[config.mk]
export PLATFORM = sky130hd
export DESIGN_NAME = wb_commit
export DESIGN_NICKNAME = d
export VERILOG_FILES = /design/src/rtl/wb_commit_pkg.sv /design/src/rtl/wb_commit_fifo.sv /design/src/rtl/wb_commit.sv
export SDC_FILE = /design/constraint.sdc
export NUM_CORES = 1
export LEC_CHECK = 0
export ABC_AREA = 1
export BUFFER_PORTS_ARGS = -buffer_cell sky130_fd_sc_hd__buf_4
export CORE_AREA = 5 5 210 212
export DETAILED_ROUTE_END_ITERATION = 12
export DIE_AREA = 0 0 215 217
export PLACE_DENSITY = 0.69
export SLEW_MARGIN = 20
export SYNTH_ARGS = -nofsm -noshare
export SYNTH_HDL_FRONTEND = slang
export SYNTH_SLANG_ARGS = --single-unit
[constraint.sdc]
create_clock -name clk -period 8.8 [get_ports clk]
set_input_delay 1.32 -clock clk [delete_from_list [all_inputs] [get_ports clk]]
set_output_delay 1.32 -clock clk [all_outputs]
set_load 0.01 [all_outputs]
[src/rtl/wb_commit_pkg.sv]
// Shared types and entry-packing helpers for the writeback/commit stage.
// Entry layout (MSB..LSB): pc | inst | wen | addr | data.
package wb_commit_pkg;

    localparam int unsigned INST_W        = 32;
    localparam int unsigned ADDR_W        = 5;
    localparam int unsigned CNT64_W       = 64;
    localparam int unsigned TRAP_CODE_W   = 8;
    localparam logic [31:0] TRAP_INST_DEF = 32'h0000006b;

    typedef enum logic {
        ST_RUN  = 1'b0,
        ST_HALT = 1'b1
    } state_t;

    function automatic int unsigned entry_w(input int unsigned xlen);
        return 2 * xlen + INST_W + 1 + ADDR_W;
    endfunction

    function automatic int unsigned addr_lsb(input int unsigned xlen);
        return xlen;
    endfunction

    function automatic int unsigned wen_bit(input int unsigned xlen);
        return xlen + ADDR_W;
    endfunction

    function automatic int unsigned inst_lsb(input int unsigned xlen);
        return xlen + ADDR_W + 1;
    endfunction

    function automatic int unsigned pc_lsb(input int unsigned xlen);
        return xlen + ADDR_W + 1 + INST_W;
    endfunction

endpackage

[src/rtl/wb_commit_fifo.sv]
// DEPTH-entry ring buffer (power-of-two depth) holding packed retiring instructions.
module wb_fifo #(
    parameter int unsigned W     = 8,
    parameter int unsigned DEPTH = 2
) (
    input  logic         clk,
    input  logic         rst,
    input  logic         i_push,
    input  logic         i_pop,
    input  logic [W-1:0] i_wdata,
    output logic         o_full,
    output logic         o_empty,
    output logic [W-1:0] o_head
);

    localparam int unsigned PTR_W = (DEPTH > 1) ? $clog2(DEPTH) : 1;
    localparam int unsigned CNT_W = $clog2(DEPTH + 1);

    logic [W-1:0]     r_mem [DEPTH];
    logic [PTR_W-1:0] r_wr_ptr;
    logic [PTR_W-1:0] r_rd_ptr;
    logic [CNT_W-1:0] r_count;

    assign o_full  = (r_count == CNT_W'(DEPTH));
    assign o_empty = (r_count == '0);
    assign o_head  = r_mem[r_rd_ptr];

    // Storage needs no reset: an empty count makes stale contents invisible.
    always_ff @(posedge clk) begin
        if (i_push) begin
            r_mem[r_wr_ptr] <= i_wdata;
        end
    end

    always_ff @(posedge clk or posedge rst) begin
        if (rst) begin
            r_wr_ptr <= '0;
            r_rd_ptr <= '0;
            r_count  <= '0;
        end else begin
            if (i_push) begin
                r_wr_ptr <= r_wr_ptr + PTR_W'(1);
            end
            if (i_pop) begin
                r_rd_ptr <= r_rd_ptr + PTR_W'(1);
            end
            case ({i_push, i_pop})
                2'b10:   r_count <= r_count + CNT_W'(1);
                2'b01:   r_count <= r_count - CNT_W'(1);
                default: r_count <= r_count;
            endcase
        end
    end

endmodule

[src/rtl/wb_commit.sv]
// Writeback/commit stage: buffers retiring instructions, drives the regfile write port,
// counters and halt-on-trap. Difftest commit outputs exist only when WB_DIFFTEST_EN is defined.
module wb_commit
    import wb_commit_pkg::*;
#(
    parameter int unsigned XLEN      = 64,
    parameter int unsigned DEPTH     = 2,
    parameter logic [31:0] TRAP_INST = TRAP_INST_DEF
) (
    input  logic                   clk,
    input  logic                   rst,
    input  logic                   mem_valid_i,
    output logic                   mem_ready_o,
    input  logic [XLEN-1:0]        mem_pc_i,
    input  logic [INST_W-1:0]      mem_inst_i,
    input  logic                   mem_rd_wen_i,
    input  logic [ADDR_W-1:0]      mem_rd_addr_i,
    input  logic [XLEN-1:0]        mem_rd_data_i,
    input  logic                   commit_stall_i,
    input  logic [XLEN-1:0]        a0_i,
    output logic [ADDR_W-1:0]      WriteAddr,
    output logic [XLEN-1:0]        WriteData,
    output logic                   WriteEnable,
    output logic                   commit_valid_o,
    output logic [XLEN-1:0]        commit_pc_o,
    output logic [INST_W-1:0]      commit_inst_o,
    output logic                   commit_wen_o,
    output logic [CNT64_W-1:0]     cycle_cnt_o,
    output logic [CNT64_W-1:0]     instret_o,
    output logic                   trap_valid_o,
    output logic [TRAP_CODE_W-1:0] trap_code_o
);

    localparam int unsigned ENTRY_W  = entry_w(XLEN);
    localparam int unsigned ADDR_LSB = addr_lsb(XLEN);
    localparam int unsigned WEN_BIT  = wen_bit(XLEN);
    localparam int unsigned INST_LSB = inst_lsb(XLEN);
    localparam int unsigned PC_LSB   = pc_lsb(XLEN);

    state_t               r_state;
    state_t               w_state_nxt;
    logic [ENTRY_W-1:0]   w_push_entry;
    logic [ENTRY_W-1:0]   w_head;
    logic                 w_full;
    logic                 w_empty;
    logic                 w_push;
    logic                 w_drain;
    logic                 w_run;
    logic                 w_head_wen;
    logic [ADDR_W-1:0]    w_head_addr;
    logic [XLEN-1:0]      w_head_data;
    logic [INST_W-1:0]    w_head_inst;
    logic                 w_write_en;
    logic                 w_trap_hit;
    logic [XLEN-1:0]      w_unused_a0;

    assign w_run        = (r_state == ST_RUN);
    assign mem_ready_o  = !rst && !w_full && w_run;
    assign w_push       = mem_valid_i && mem_ready_o;
    assign w_drain      = !w_empty && !commit_stall_i && w_run;
    assign w_push_entry = {mem_pc_i, mem_inst_i, mem_rd_wen_i, mem_rd_addr_i, mem_rd_data_i};

    assign w_head_data = w_head[XLEN-1:0];
    assign w_head_addr = w_head[ADDR_LSB +: ADDR_W];
    assign w_head_wen  = w_head[WEN_BIT];
    assign w_head_inst = w_head[INST_LSB +: INST_W];
    assign w_write_en  = w_head_wen && (w_head_addr != '0);
    assign w_trap_hit  = w_drain && (w_head_inst == TRAP_INST);
    assign w_unused_a0 = a0_i;

    wb_fifo #(
        .W     (ENTRY_W),
        .DEPTH (DEPTH)
    ) u_fifo (
        .clk     (clk),
        .rst     (rst),
        .i_push  (w_push),
        .i_pop   (w_drain),
        .i_wdata (w_push_entry),
        .o_full  (w_full),
        .o_empty (w_empty),
        .o_head  (w_head)
    );

    always_ff @(posedge clk or posedge rst) begin
        if (rst) begin
            r_state <= ST_RUN;
        end else begin
            r_state <= w_state_nxt;
        end
    end

    // HALT is terminal until reset.
    always_comb begin
        w_state_nxt = r_state;
        if (w_trap_hit) begin
            w_state_nxt = ST_HALT;
        end
    end

    always_ff @(posedge clk or posedge rst) begin
        if (rst) begin
            WriteAddr    <= '0;
            WriteData    <= '0;
            WriteEnable  <= 1'b0;
            cycle_cnt_o  <= '0;
            instret_o    <= '0;
            trap_valid_o <= 1'b0;
            trap_code_o  <= '0;
        end else begin
            WriteEnable <= 1'b0;
            if (w_run) begin
                cycle_cnt_o <= cycle_cnt_o + CNT64_W'(1);
            end
            if (w_drain) begin
                WriteEnable <= w_write_en;
                WriteAddr   <= w_head_addr;
                WriteData   <= w_head_data;
                instret_o   <= instret_o + CNT64_W'(1);
            end
            // a0_i already carries the previous drain's write via regfile forwarding.
            if (w_trap_hit) begin
                trap_valid_o <= 1'b1;
                trap_code_o  <= a0_i[TRAP_CODE_W-1:0];
            end
        end
    end

`ifdef WB_DIFFTEST_EN
    logic              r_commit_valid;
    logic [XLEN-1:0]   r_commit_pc;
    logic [INST_W-1:0] r_commit_inst;
    logic              r_commit_wen;

    always_ff @(posedge clk or posedge rst) begin
        if (rst) begin
            r_commit_valid <= 1'b0;
            r_commit_pc    <= '0;
            r_commit_inst  <= '0;
            r_commit_wen   <= 1'b0;
        end else begin
            r_commit_valid <= w_drain;
            if (w_drain) begin
                r_commit_pc   <= w_head[PC_LSB +: XLEN];
                r_commit_inst <= w_head_inst;
                r_commit_wen  <= w_write_en;
            end
        end
    end

    assign commit_valid_o = r_commit_valid;
    assign commit_pc_o    = r_commit_pc;
    assign commit_inst_o  = r_commit_inst;
    assign commit_wen_o   = r_commit_wen;
`else
    logic [XLEN-1:0] w_unused_pc;

    assign w_unused_pc    = w_head[PC_LSB +: XLEN];
    assign commit_valid_o = 1'b0;
    assign commit_pc_o    = '0;
    assign commit_inst_o  = '0;
    assign commit_wen_o   = 1'b0;
`endif

endmodule

# Word-level counts from Yosys, hierarchy flattened
# Memory sizes are Yosys's and may differ from the RTL's.
# Cells that the tools add are included.
# totals
ff_bits	211
inputBits	234
word_cells	40
ram_bits	332
output_inout_bits	306
n_memories	1
# classes
reduce_logical	14
bitwise	1
eq_ne	4
n_addsub	6
mux	4
# mem_list
name	depth	width	read_ports	rd_clocked_by_memory_dff	wr	line	rtl
u_fifo.r_mem	2	166	1	0	1	wb_commit_fifo.sv:19	logic [W-1:0] r_mem [DEPTH];
# op_table
op	n
64-bit by 1-bit adder with 64-bit output, second input constant	2
32-bit by 7-bit equality test with 1-bit output, second input constant	1
1-bit logical AND	7
5-bit nonzero test	1
2-bit equality test, second input constant	2
1-bit logical NOT	4
2-bit case mux with 2 select lines	1
1-bit 2-to-1 mux	3
1-bit adder, second input constant	2
2-bit by 1-bit adder with 2-bit output, second input constant	1
2-bit by 1-bit equality test with 1-bit output, second input constant	1
2-bit logical NOT	1
2-bit nonzero test	1
2-bit by 1-bit subtractor with 2-bit output, second input constant	1
1-bit inverter	1

# Logic depth before layout (Yosys ltp)
# depth
word_depth	7
depth_mapped	12
depth_no_buf	10

# Modules after synthesis
# Synthesis repeated with hierarchy kept, for this count alone.
# hier_totals
cells_unflattened	2350
area_unflattened_um2	24204.5
# by_module_without_submodules
mod	cells_per_inst	seq_area_each_um2	instances	area_each_um2
wb_fifo	892	10069.7	1	12992.5
wb_commit	1458	5180.0	1	11212.0

# Least setup slack after synthesis
# Ideal clock, no wire load.
# synth_path
kind	input port to flip-flop
start	input port rst
end	memory u_fifo.r_mem[0][0] (netlist bit) (enable)
path_slack_ps	2280
t_required_ps	8236
stages	3
arrival_ps	5956
n_path_buf	0
setup_ps	564
path_cell_list	nor2_1 nand2_1 nor2_1
# synth_via
elab_chain_cells	6
# synth_rtl
element	line	rtl
start, declared	wb_commit.sv:11	input logic rst,
1-bit logical NOT (no source line)	--	
1-bit logical AND (2 in a row)	wb_commit.sv:58	assign mem_ready_o = !rst && !w_full && w_run;
1-bit logical AND	wb_commit.sv:59	assign w_push = mem_valid_i && mem_ready_o;
1-bit 2-to-1 mux	wb_commit_fifo.sv:30	if (i_push) begin
1-bit 2-to-1 mux (implied by the code)	wb_commit_fifo.sv:31	r_mem[r_wr_ptr] <= i_wdata;
end, declared	wb_commit_fifo.sv:19	
# No other way between the ends.

# Worst setup path after layout
# layout_path
start	input port commit_stall_i
end	register instret_o[61]
# layout_via
elab_chain_cells	3
# layout_rtl
element	line	rtl
start, declared	wb_commit.sv:19	input logic commit_stall_i,
1-bit logical NOT	wb_commit.sv:60	assign w_drain = !w_empty && !commit_stall_i && w_run;
1-bit logical AND (2 in a row)	wb_commit.sv:60	
end signal, assigned	wb_commit.sv:119	instret_o <= instret_o + CNT64_W'(1);
end, declared	wb_commit.sv:29	output logic [CNT64_W-1:0] instret_o,
# No other way between the ends.
# A chain may end at the register's enable or synchronous reset.

==> impl_metrics.json <==
{
  "syn_area_um2": 18300,
  "pwr-share-comb": 0.022,
  "die_h_um": 217,
  "yosysMostFrequentCell": "nand2_1",
  "hpwl_um": 33400,
  "vias": 13600,
  "dieArea_um2": 46700,
  "dp.cells": 2674,
  "cpPeakStageDelay_ps": 760,
  "clock_power_share": 0.472,
  "arrival_ps": 3930,
  "globalRouteOverflowTotal": 0,
  "post_cts_resized": 0,
  "cp_top_family": "buffers and inverters",
  "synth_area_leaders": "edfxtp_1 (33%), dfrtp_1 (29%), nand2_1 (11%), nor2_1 (6.4%), buf_4 (4.1%)",
  "worstHoldPathType": "flip-flop to flip-flop",
  "postCtsHoldBufs": 0,
  "core_area_um2": 41800,
  "critPathKind": "primary input to flip-flop",
  "area_growth_pct": 22.5,
  "finalSetupTns_ps": 0,
  "clk_pin_slew_ps": 60,
  "antenna_found_initial": 0,
  "drc": 0,
  "synth_top_area_frac": 0.334,
  "slew_violations": 0,
  "hold_viol": 0,
  "crit_path_end_kind": "flip-flop",
  "sequentialPowerShare": 0.506,
  "final_core_util": 0.538,
  "critPathMaxFanout": 90,
  "cts_num_sinks": 415,
  "synthFlopType": "dfrtp_1",
  "rows": 75,
  "diodes": 0,
  "fin_nets": 2419,
  "drive_above_1_share": 0.199,
  "ys_types": 36,
  "grt_first_pass_wirelength_um": 74600,
  "sw_frac_of_total": 0.208,
  "fin_crit_sh": 0.395,
  "clock_path_buffers": 3,
  "first_pass_iters": 5,
  "yosys_warnings": 0,
  "drt-initial-drc-count": 992,
  "die_w_um": 215,
  "cap_viol_max_count": 0,
  "ys_async_sr_fraction": 0.508,
  "cts_tree": "built",
  "power_density_nw_per_um2": 179,
  "path_cells": "buf_4 -> inv_1 -> nand2_2 -> nor2_4 -> buf_4 -> buf_4 -> nand3_1 -> nor2_1 -> nand3_1 -> nand2_1 -> nand2_1",
  "fmax_mhz": 288,
  "max_slew.worst_pin.slew_ps": 1070,
  "seq_area_frac_synth": 0.622,
  "vias_per_cell": 4.92,
  "slew_headroom": 0.288,
  "wl_per_cell_um": 17.0,
  "gp_congestion": 0.902,
  "fin_skew_ps": 17.2,
  "path_buf_inv": 4,
  "power_switching_mw": 0.837,
  "post-cts-setup-buffers": 0,
  "grt_pass1_vias": 13700,
  "internal_power_mw": 3.19,
  "setup_viol": 0,
  "initial_utilization": 0.439,
  "numCtsBuffers": 45,
  "grt_max_degree": 93,
  "synth-seq-cells": 415,
  "crit_slowest_cell": "buf_4",
  "cts_max_level": 2,
  "synth_edf_count": 204,
  "antenna_left": 0,
  "io_buffers": 321,
  "leakage_nw": 9.97,
  "whs_ps": 473,
  "cts-root-buf": "clkbuf_16",
  "synth_common_cells": "nand2_1 (526), nor2_1 (313), dfrtp_1 (211)",
  "pin_count": 540,
  "clk_latency_ps": 580,
  "status": "finished, final reports clean",
  "ir_drop_mv": 0.190,
  "start_kind": "primary input",
  "routed_wl_um": 46800,
  "cp.required_ps": 9260,
  "cpMostUsedCell": "buf_4",
  "syn_inst": 1841,
  "fillers": 3704,
  "rsz0062_at_grt": "false",
  "fin_cells": 2757,
  "grt_use_total": 0.198,
  "period_needed_ps": 3470,
  "synth_area_leader_cell": "edfxtp_1",
  "power_mw": 4.03,
  "avgSynthCellArea_um2": 9.96
}
[routing by layer]
metal	part of all wire	global-route usage	wire, um	up-vias
li1	-	-	-	6536
met1	0.40	0.245	18700	6474
met2	0.48	0.333	22600	480
met3	0.093	0.0645	4360	80
met4	0.025	0.0614	1170	0
met5	0	0	0	-
[cells by family after synthesis]
group | Yosys count | synth area share
AO/OA/AOI/OAI | 80 | 0.0264
XOR/XNOR | 86 | 0.0411
adder cells (fa/ha/maj) | 3 | 0.00205
buffers and inverters | 233 | 0.0707
flip-flops | 415 | 0.622
multiplexers | 5 | 0.00273
other | 1 | 0.000204
AND/OR/NAND/NOR | 1018 | 0.235
[cell type report]
type,count,area (um^2),share of cell area
inverter,100,383,0.0170
multi-input combinational,1290,6020,0.268
clock inverter,16,161,0.00719
timing repair buffer,330,2480,0.110
sequential,415,11400,0.508
tap,539,674,0.0300
clock buffer,67,1340,0.0598
[worst reg2reg max path: stages, from the launching register on]
cell     delay (ps)
dfrtp_1         510
inv_2           280
o21ai_0         180
nor2_1          170
nand2_1         230
nor2_4          430
buf_4           670
buf_4           640
[registers in the layout, summed over array words and instances (netlist names)]
name and flops:
u_fifo.r_mem 204, WriteData 64, cycle_cnt_o 64, instret_o 64
trap_code_o 8, WriteAddr 5, u_fifo.r_count 2, WriteEnable 1
trap_valid_o 1, u_fifo.r_rd_ptr 1, u_fifo.r_wr_ptr 1
[power by group through the flow]
stage | Sequential [mW] | Clock (mW) | Combinational, mW
after floorplan | 2.08 | 0 | 0.0651
after global placement | 2.08 | 0 | 0.0851
after detailed placement | 2.08 | 0 | 0.0879
after CTS | 2.04 | 1.95 | 0.0882
after global routing | 2.04 | 2.04 | 0.0981
final | 2.04 | 1.90 | 0.0872
[stage by stage]
step | area (um^2) | setup slack (ps)
2_1_floorplan | 18700 | 1710
3_3_place_gp | 21000 | 4750
3_5_place_dp | 21000 | 4750
4_1_cts | 22500 | 5250
5_1_grt | 22500 | 5060
6_report | 22500 | 5330
[layout by cell type, fill, tap and decap left out, types with 48 or more instances in the layout]
master and n:
buf_4 330, clkbuf_16 48, dfrtp_1 210, nand3_1 58
nand2_1 526, inv_1 93, conb_1 98, nor2_1 311
edfxtp_1 204, a31oi_1 64
[final timing paths]
check / cells after the start / end / start / slack, ps
max: 11 / instret_o[61] / commit_stall_i / 5330
max reg2reg: 7 / u_fifo.r_mem[1][5] / trap_valid_o / 5330
min reg2reg: 2 / trap_code_o[1] / trap_code_o[1] / 470
min in group asynchronous: 2 / trap_code_o[6] / rst / 870
min: 2 / trap_code_o[1] / trap_code_o[1] / 470
max in group asynchronous: 3 / WriteData[4] / rst / 6580
(Power assumes the default switching activity.)
